## src/rtl/alu_req_scheduler.sv

```systemverilog
// Round-robin front end for a bit-serial ALU: two requesters, one transaction in flight.
// Define ALU_REQ_SCHEDULER_TIMEOUT_EN to bound the wait for the first response start bit.
module alu_req_scheduler #(
  parameter int unsigned TIMEOUT_CYCLES = 1024
) (
  input  logic        clk,
  input  logic        rst,
  input  logic        req0_valid,
  output logic        req0_ready,
  input  logic [31:0] req0_a,
  input  logic [31:0] req0_b,
  input  logic [2:0]  req0_op,
  input  logic        req0_bad_crc,
  input  logic        req1_valid,
  output logic        req1_ready,
  input  logic [31:0] req1_a,
  input  logic [31:0] req1_b,
  input  logic [2:0]  req1_op,
  input  logic        req1_bad_crc,
  output logic        sin,
  input  logic        sout,
  output logic        resp_valid,
  output logic        resp_id,
  output logic [31:0] resp_c,
  output logic [3:0]  resp_flags,
  output logic        resp_err,
  output logic [5:0]  resp_err_flags,
  output logic        resp_timeout
);
  typedef enum logic [2:0] {IDLE, SEND, WAIT, RECV, DONE} state_t;
  state_t state, state_nx;

  logic        last_id, cur_id, gnt_valid, gnt_id;
  logic [31:0] sel_a, sel_b;
  logic [2:0]  sel_op;
  logic        sel_bad;
  logic [3:0]  sel_crc;
  logic [98:0] frame, frame_nx;
  logic [6:0]  bit_cnt;
  logic [3:0]  rx_cnt;
  logic [8:0]  rx_sh;
  logic [9:0]  rx_pkt;
  logic [2:0]  pkt_idx;
  logic [31:0] c_acc;
  logic        rx_end, timeout_hit;
`ifdef ALU_REQ_SCHEDULER_TIMEOUT_EN
  logic [31:0] wait_cnt;
`endif

  function automatic logic [3:0] crc4(input logic [67:0] d);
    logic [3:0] c;
    logic       fb;
    c = '0;
    for (int unsigned i = 0; i < 68; i++) begin
      fb = c[3] ^ d[67 - i];
      c  = {c[2:0], 1'b0} ^ {2'b00, fb, fb};
    end
    return c;
  endfunction

  function automatic logic [10:0] pkt(input logic t, input logic [7:0] p);
    return {1'b0, t, p, 1'b1};
  endfunction

  // last_id holds the requester served last; on a tie the other one wins
  always_comb begin
    gnt_valid = req0_valid | req1_valid;
    gnt_id    = 1'b0;
    if (req0_valid && req1_valid) gnt_id = ~last_id;
    else if (req1_valid)          gnt_id = 1'b1;
  end

  assign req0_ready = ~rst & (state == IDLE) & req0_valid & ~gnt_id;
  assign req1_ready = ~rst & (state == IDLE) & req1_valid &  gnt_id;

  assign sel_a    = gnt_id ? req1_a : req0_a;
  assign sel_b    = gnt_id ? req1_b : req0_b;
  assign sel_op   = gnt_id ? req1_op : req0_op;
  assign sel_bad  = gnt_id ? req1_bad_crc : req0_bad_crc;
  assign sel_crc  = crc4({sel_b, sel_a, 1'b1, sel_op}) ^ {4{sel_bad}};
  assign frame_nx = {pkt(1'b0, sel_b[31:24]), pkt(1'b0, sel_b[23:16]),
                     pkt(1'b0, sel_b[15:8]),  pkt(1'b0, sel_b[7:0]),
                     pkt(1'b0, sel_a[31:24]), pkt(1'b0, sel_a[23:16]),
                     pkt(1'b0, sel_a[15:8]),  pkt(1'b0, sel_a[7:0]),
                     pkt(1'b1, {1'b0, sel_op, sel_crc})};

  assign sin        = (state == SEND) ? frame[98] : 1'b1;
  assign resp_valid = (state == DONE);

  // rx_pkt = {type, payload[7:0], stop}; the start bit was seen in WAIT
  assign rx_pkt = {rx_sh, sout};
  assign rx_end = (state == RECV) && (rx_cnt == 4'd10);
`ifdef ALU_REQ_SCHEDULER_TIMEOUT_EN
  assign timeout_hit = (state == WAIT) && sout && (pkt_idx == 3'd0) &&
                       (wait_cnt == TIMEOUT_CYCLES - 1);
`else
  assign timeout_hit = 1'b0;
`endif

  always_comb begin
    state_nx = state;
    case (state)
      IDLE: if (gnt_valid) state_nx = SEND;
      SEND: if (bit_cnt == 7'd98) state_nx = WAIT;
      WAIT: begin
        if (!sout)            state_nx = RECV;
        else if (timeout_hit) state_nx = DONE;
      end
      RECV: begin
        if (rx_end) begin
          if (!rx_pkt[0] || (pkt_idx == 3'd0 && rx_pkt[9]) || pkt_idx == 3'd4)
            state_nx = DONE;
          else
            state_nx = WAIT;
        end
      end
      DONE:    state_nx = IDLE;
      default: state_nx = IDLE;
    endcase
  end

  always_ff @(posedge clk or posedge rst) begin
    if (rst) state <= IDLE;
    else     state <= state_nx;
  end

  always_ff @(posedge clk or posedge rst) begin
    if (rst) begin
      last_id        <= 1'b1;
      cur_id         <= 1'b0;
      frame          <= '1;
      bit_cnt        <= '0;
      rx_cnt         <= '0;
      rx_sh          <= '0;
      pkt_idx        <= '0;
      c_acc          <= '0;
      resp_id        <= 1'b0;
      resp_c         <= '0;
      resp_flags     <= '0;
      resp_err       <= 1'b0;
      resp_err_flags <= '0;
      resp_timeout   <= 1'b0;
`ifdef ALU_REQ_SCHEDULER_TIMEOUT_EN
      wait_cnt       <= '0;
`endif
    end else begin
      case (state)
        IDLE: begin
          if (gnt_valid) begin
            frame   <= frame_nx;
            cur_id  <= gnt_id;
            last_id <= gnt_id;
            bit_cnt <= '0;
            pkt_idx <= '0;
          end
        end
        SEND: begin
          frame   <= {frame[97:0], 1'b1};
          bit_cnt <= bit_cnt + 7'd1;
`ifdef ALU_REQ_SCHEDULER_TIMEOUT_EN
          wait_cnt <= '0;
`endif
        end
        WAIT: begin
          rx_cnt <= 4'd1;
`ifdef ALU_REQ_SCHEDULER_TIMEOUT_EN
          wait_cnt <= wait_cnt + 32'd1;
`endif
          if (sout && timeout_hit) begin
            resp_id        <= cur_id;
            resp_c         <= '0;
            resp_flags     <= '0;
            resp_err       <= 1'b0;
            resp_err_flags <= '0;
            resp_timeout   <= 1'b1;
          end
        end
        RECV: begin
          rx_cnt <= rx_cnt + 4'd1;
          rx_sh  <= {rx_sh[7:0], sout};
          if (rx_end) begin
            if (!rx_pkt[0] || (pkt_idx == 3'd0 && rx_pkt[9])) begin
              resp_id        <= cur_id;
              resp_c         <= '0;
              resp_flags     <= '0;
              resp_err       <= 1'b1;
              resp_err_flags <= !rx_pkt[0] ? 6'h3F : rx_pkt[7:2];
              resp_timeout   <= 1'b0;
            end else if (pkt_idx == 3'd4) begin
              resp_id        <= cur_id;
              resp_c         <= c_acc;
              resp_flags     <= rx_pkt[7:4];
              resp_err       <= 1'b0;
              resp_err_flags <= '0;
              resp_timeout   <= 1'b0;
            end else begin
              c_acc   <= {c_acc[23:0], rx_pkt[8:1]};
              pkt_idx <= pkt_idx + 3'd1;
            end
          end
        end
        default: ;
      endcase
    end
  end
endmodule

```

## config.mk

```make
export PLATFORM = sky130hd
export DESIGN_NAME = alu_req_scheduler
export DESIGN_NICKNAME = d
export VERILOG_FILES = /design/src/rtl/alu_req_scheduler.sv
export SDC_FILE = /design/constraint.sdc
export NUM_CORES = 1
export LEC_CHECK = 0
export CELL_PAD_IN_SITES_DETAIL_PLACEMENT = 0
export CELL_PAD_IN_SITES_GLOBAL_PLACEMENT = 1
export CORE_MARGIN = 2
export CORE_UTILIZATION = 45
export DETAILED_ROUTE_END_ITERATION = 6
export DONT_BUFFER_PORTS = 1
export PLACE_DENSITY = 0.71
export SYNTH_ARGS = -nofsm -noshare
export SYNTH_HDL_FRONTEND = slang
export SYNTH_SLANG_ARGS = --single-unit
```

## constraint.sdc

```tcl
create_clock -name clk -period 10 [get_ports clk]
set_input_delay 3 -clock clk [delete_from_list [all_inputs] [get_ports clk]]
set_output_delay 3 -clock clk [all_outputs]
set_load 0.005 [all_outputs]
```

==> run metrics <==
Placer Congestion=0.811; clk sinks=202; setup violators final=0; VDD IR max=0.415 mV; Yosys cell types=46; Seq/Total Area, Yosys=0.452; Area Growth Syn to Fin=9.20%; routed via count=7661; Final Hold Viols=0; share of the synthesized area in the top cell type=0.227; largest area contributor in the netlist=dfstp_2; outcome=completed; num ports=190; Worst Skew=13.9 ps; PD cells=399 mW/mm2; diodes inserted=0; Residual DRC=0; number of global-route vias before repair=7716; design area=0.0125 mm2; placed cells=1357; max frequency=0.156 GHz; placed inst area=0.0117 mm2; largest net degree at the start of global routing=139; CTS root buf=clkbuf_16; WL final=27800 um; post-synthesis cell count=1087; dpl hpwl=19200 um; number of synthesized register bits=202; Initial Util=0.456; Mapped Area=0.0114 mm2; Synth Area in Compound Gates=0.127; Port Buf Inserts=0; top cells by count, synth=nand2_1 (252), dfrtp_1 (103), dfstp_2 (99); vias per cell=5.47; P_leak=5.52 nW; Core ar.=0.0251 mm2; min cycle time layout=6430 ps; Die Wd=163 um; number of enable flip-flop cells after synthesis=0; yosys warns=0; Post-CTS Hold Fix Bufs=0; Critical Path End Type=output port; period utilization=0.643; Cell Count, Final, Fillers Out=1400; Routed Antenna Nets=0; Final Max Slew Viols=0; Die Y=163 um; # Max-Cap Violations=0; FILL cells=2354; htree depth=1; GRT Total Usage=0.210; first-pass GRT wire length=43900 um; clk buf depth=3; final global-route overflow total=0; worst slew pin tran=1020 ps; initial antenna violation count=0; drt initial violations=478; WS Path Type=in -> out; RSZ-0062 raised after global routing=false; TritonCTS clock tree=done; XOR/XNOR Fraction of Synth Area=0.201; layout cell share with drive strength beyond 1=0.193; Rel. slew slack=0.322; syn_nets=1234; most common cell in the netlist=nand2_1; TritonCTS buffer count=24; Post-Synth Adder-Cell Area=0.00656; final-stage net count=1200; Synth area leaders=dfstp_2 (23%), dfrtp_1 (23%), xnor3_1 (8.9%); crit-path max FO=7; clock latency on the worst-skew pair=530 ps; clk slew on worst S/H paths=60 ps; Core Rows=58; fin util=0.498; Worst EP arrival=3430 ps; required time of the critical path=7000 ps; multiplexer share of the synthesized area=0.0759; die area=0.0267 mm2; Resized Gates After CTS=0; FFs w/ async S/R, synth=1.00; routed len/inst=19.9 um; DRT Pass-1 Iters=5; # Post-CTS Setup Buffers=0; Min-Delay Path Class=reg -> reg; Post-Synth Simple-Gate Area=0.110; setup_tns=0 ps; Syn Area/Cell=10.5 um2; Top FF cell, synth=dfrtp_1; Startpoint Class=input pin; largest family of logic cells by synthesized area=XOR/XNOR gates
## cell type report
type	count	area, um2	area share
timing repair buffer	11	95.1	0.00761
clock inverter	8	82.6	0.00661
inverter	8	37.5	0.00300
clock buffer	35	672	0.0538
tap	330	413	0.0330
sequential	202	5180	0.414
multi-input combinational	806	6020	0.482
## routing by layer
layer	routed length [um]	share of wire	global-route usage	vias to the layer above
met5	0	0	0	-
met4	715	0.026	0.0554	0
met3	2090	0.075	0.0582	52
met2	13600	0.49	0.353	201
met1	11500	0.41	0.267	3727
li1	-	-	-	3681
## cell families (layout without fill, tap and decap cells)
family	count (synthesis)	after routing
compound gates	225	225
mux	81	81
xor+xnor	179	179
buf+inv	79	62
fa+ha+maj	6	6
flops	202	202
other cells	1	1
simple gates	314	314
## power breakdown
part / total [W] / leakage [nW] / switching [W] / internal [W]
clock: 0.000842 / 0.368 / 0.000348 / 0.000493
sequential: 0.00135 / 2.44 / 0.000154 / 0.00119
combinational: 0.00280 / 2.71 / 0.00131 / 0.00149
total: 0.00499 / 5.52 / 0.00181 / 0.00318
## path summary, 6_finish.rpt
path	start	endpoint	slack, ps	depth (start not counted)
min in group asynchronous	rst	resp_id$_DFFE_PP0P_	2530	1
min	frame[43]$_DFFE_PP1P_	frame[44]$_DFFE_PP1P_	450	2
max in group asynchronous	rst	c_acc[17]$_DFFE_PP0P_	6100	2
max	req0_valid	req0_ready	3570	4
min reg2reg	frame[43]$_DFFE_PP1P_	frame[44]$_DFFE_PP1P_	450	2
max reg2reg	last_id$_DFFE_PP1P_	frame[1]$_DFFE_PP1P_	6090	11
## layout by cell type (no fill, tap or decap), drive strengths merged, types with 7 or more instances in the layout
cell type	count
xnor3	47
clkbuf	35
dfrtp	103
buf	11
inv	8
o21ai	89
mux2i	38
o31ai	7
dfstp	99
xor2	35
a221o	47
xnor2	95
nor2	18
nand2	253
a22oi	24
nand3	25
a21oi	51
mux2	43
## critical path: stages
cell     delay, ps
nand2_1         40
nand2_2        110
nand2_1         70
nor3_1         210
## sequential cells by signal (all words and copies together) (netlist names), 3 cells and up
| signal | count |
|---|---|
| bit_cnt | 7 |
| c_acc | 32 |
| frame | 98 |
| pkt_idx | 3 |
| resp_c | 32 |
| resp_err_flags | 6 |
| resp_flags | 4 |
| rx_cnt | 4 |
| rx_sh | 9 |
| state | 3 |
## through the flow
step / hold WS [ps] / setup WS (ps) / power (W)
after global routing: 460 / 3500 / 0.00535
after detailed placement: 443 / 3530 / 0.00420
after global placement: 439 / 3590 / 0.00414
after CTS: 447 / 3570 / 0.00505
final: 448 / 3570 / 0.00499
after floorplan: 433 / 1650 / 0.00374
Power figures use the tool's default switching activity.
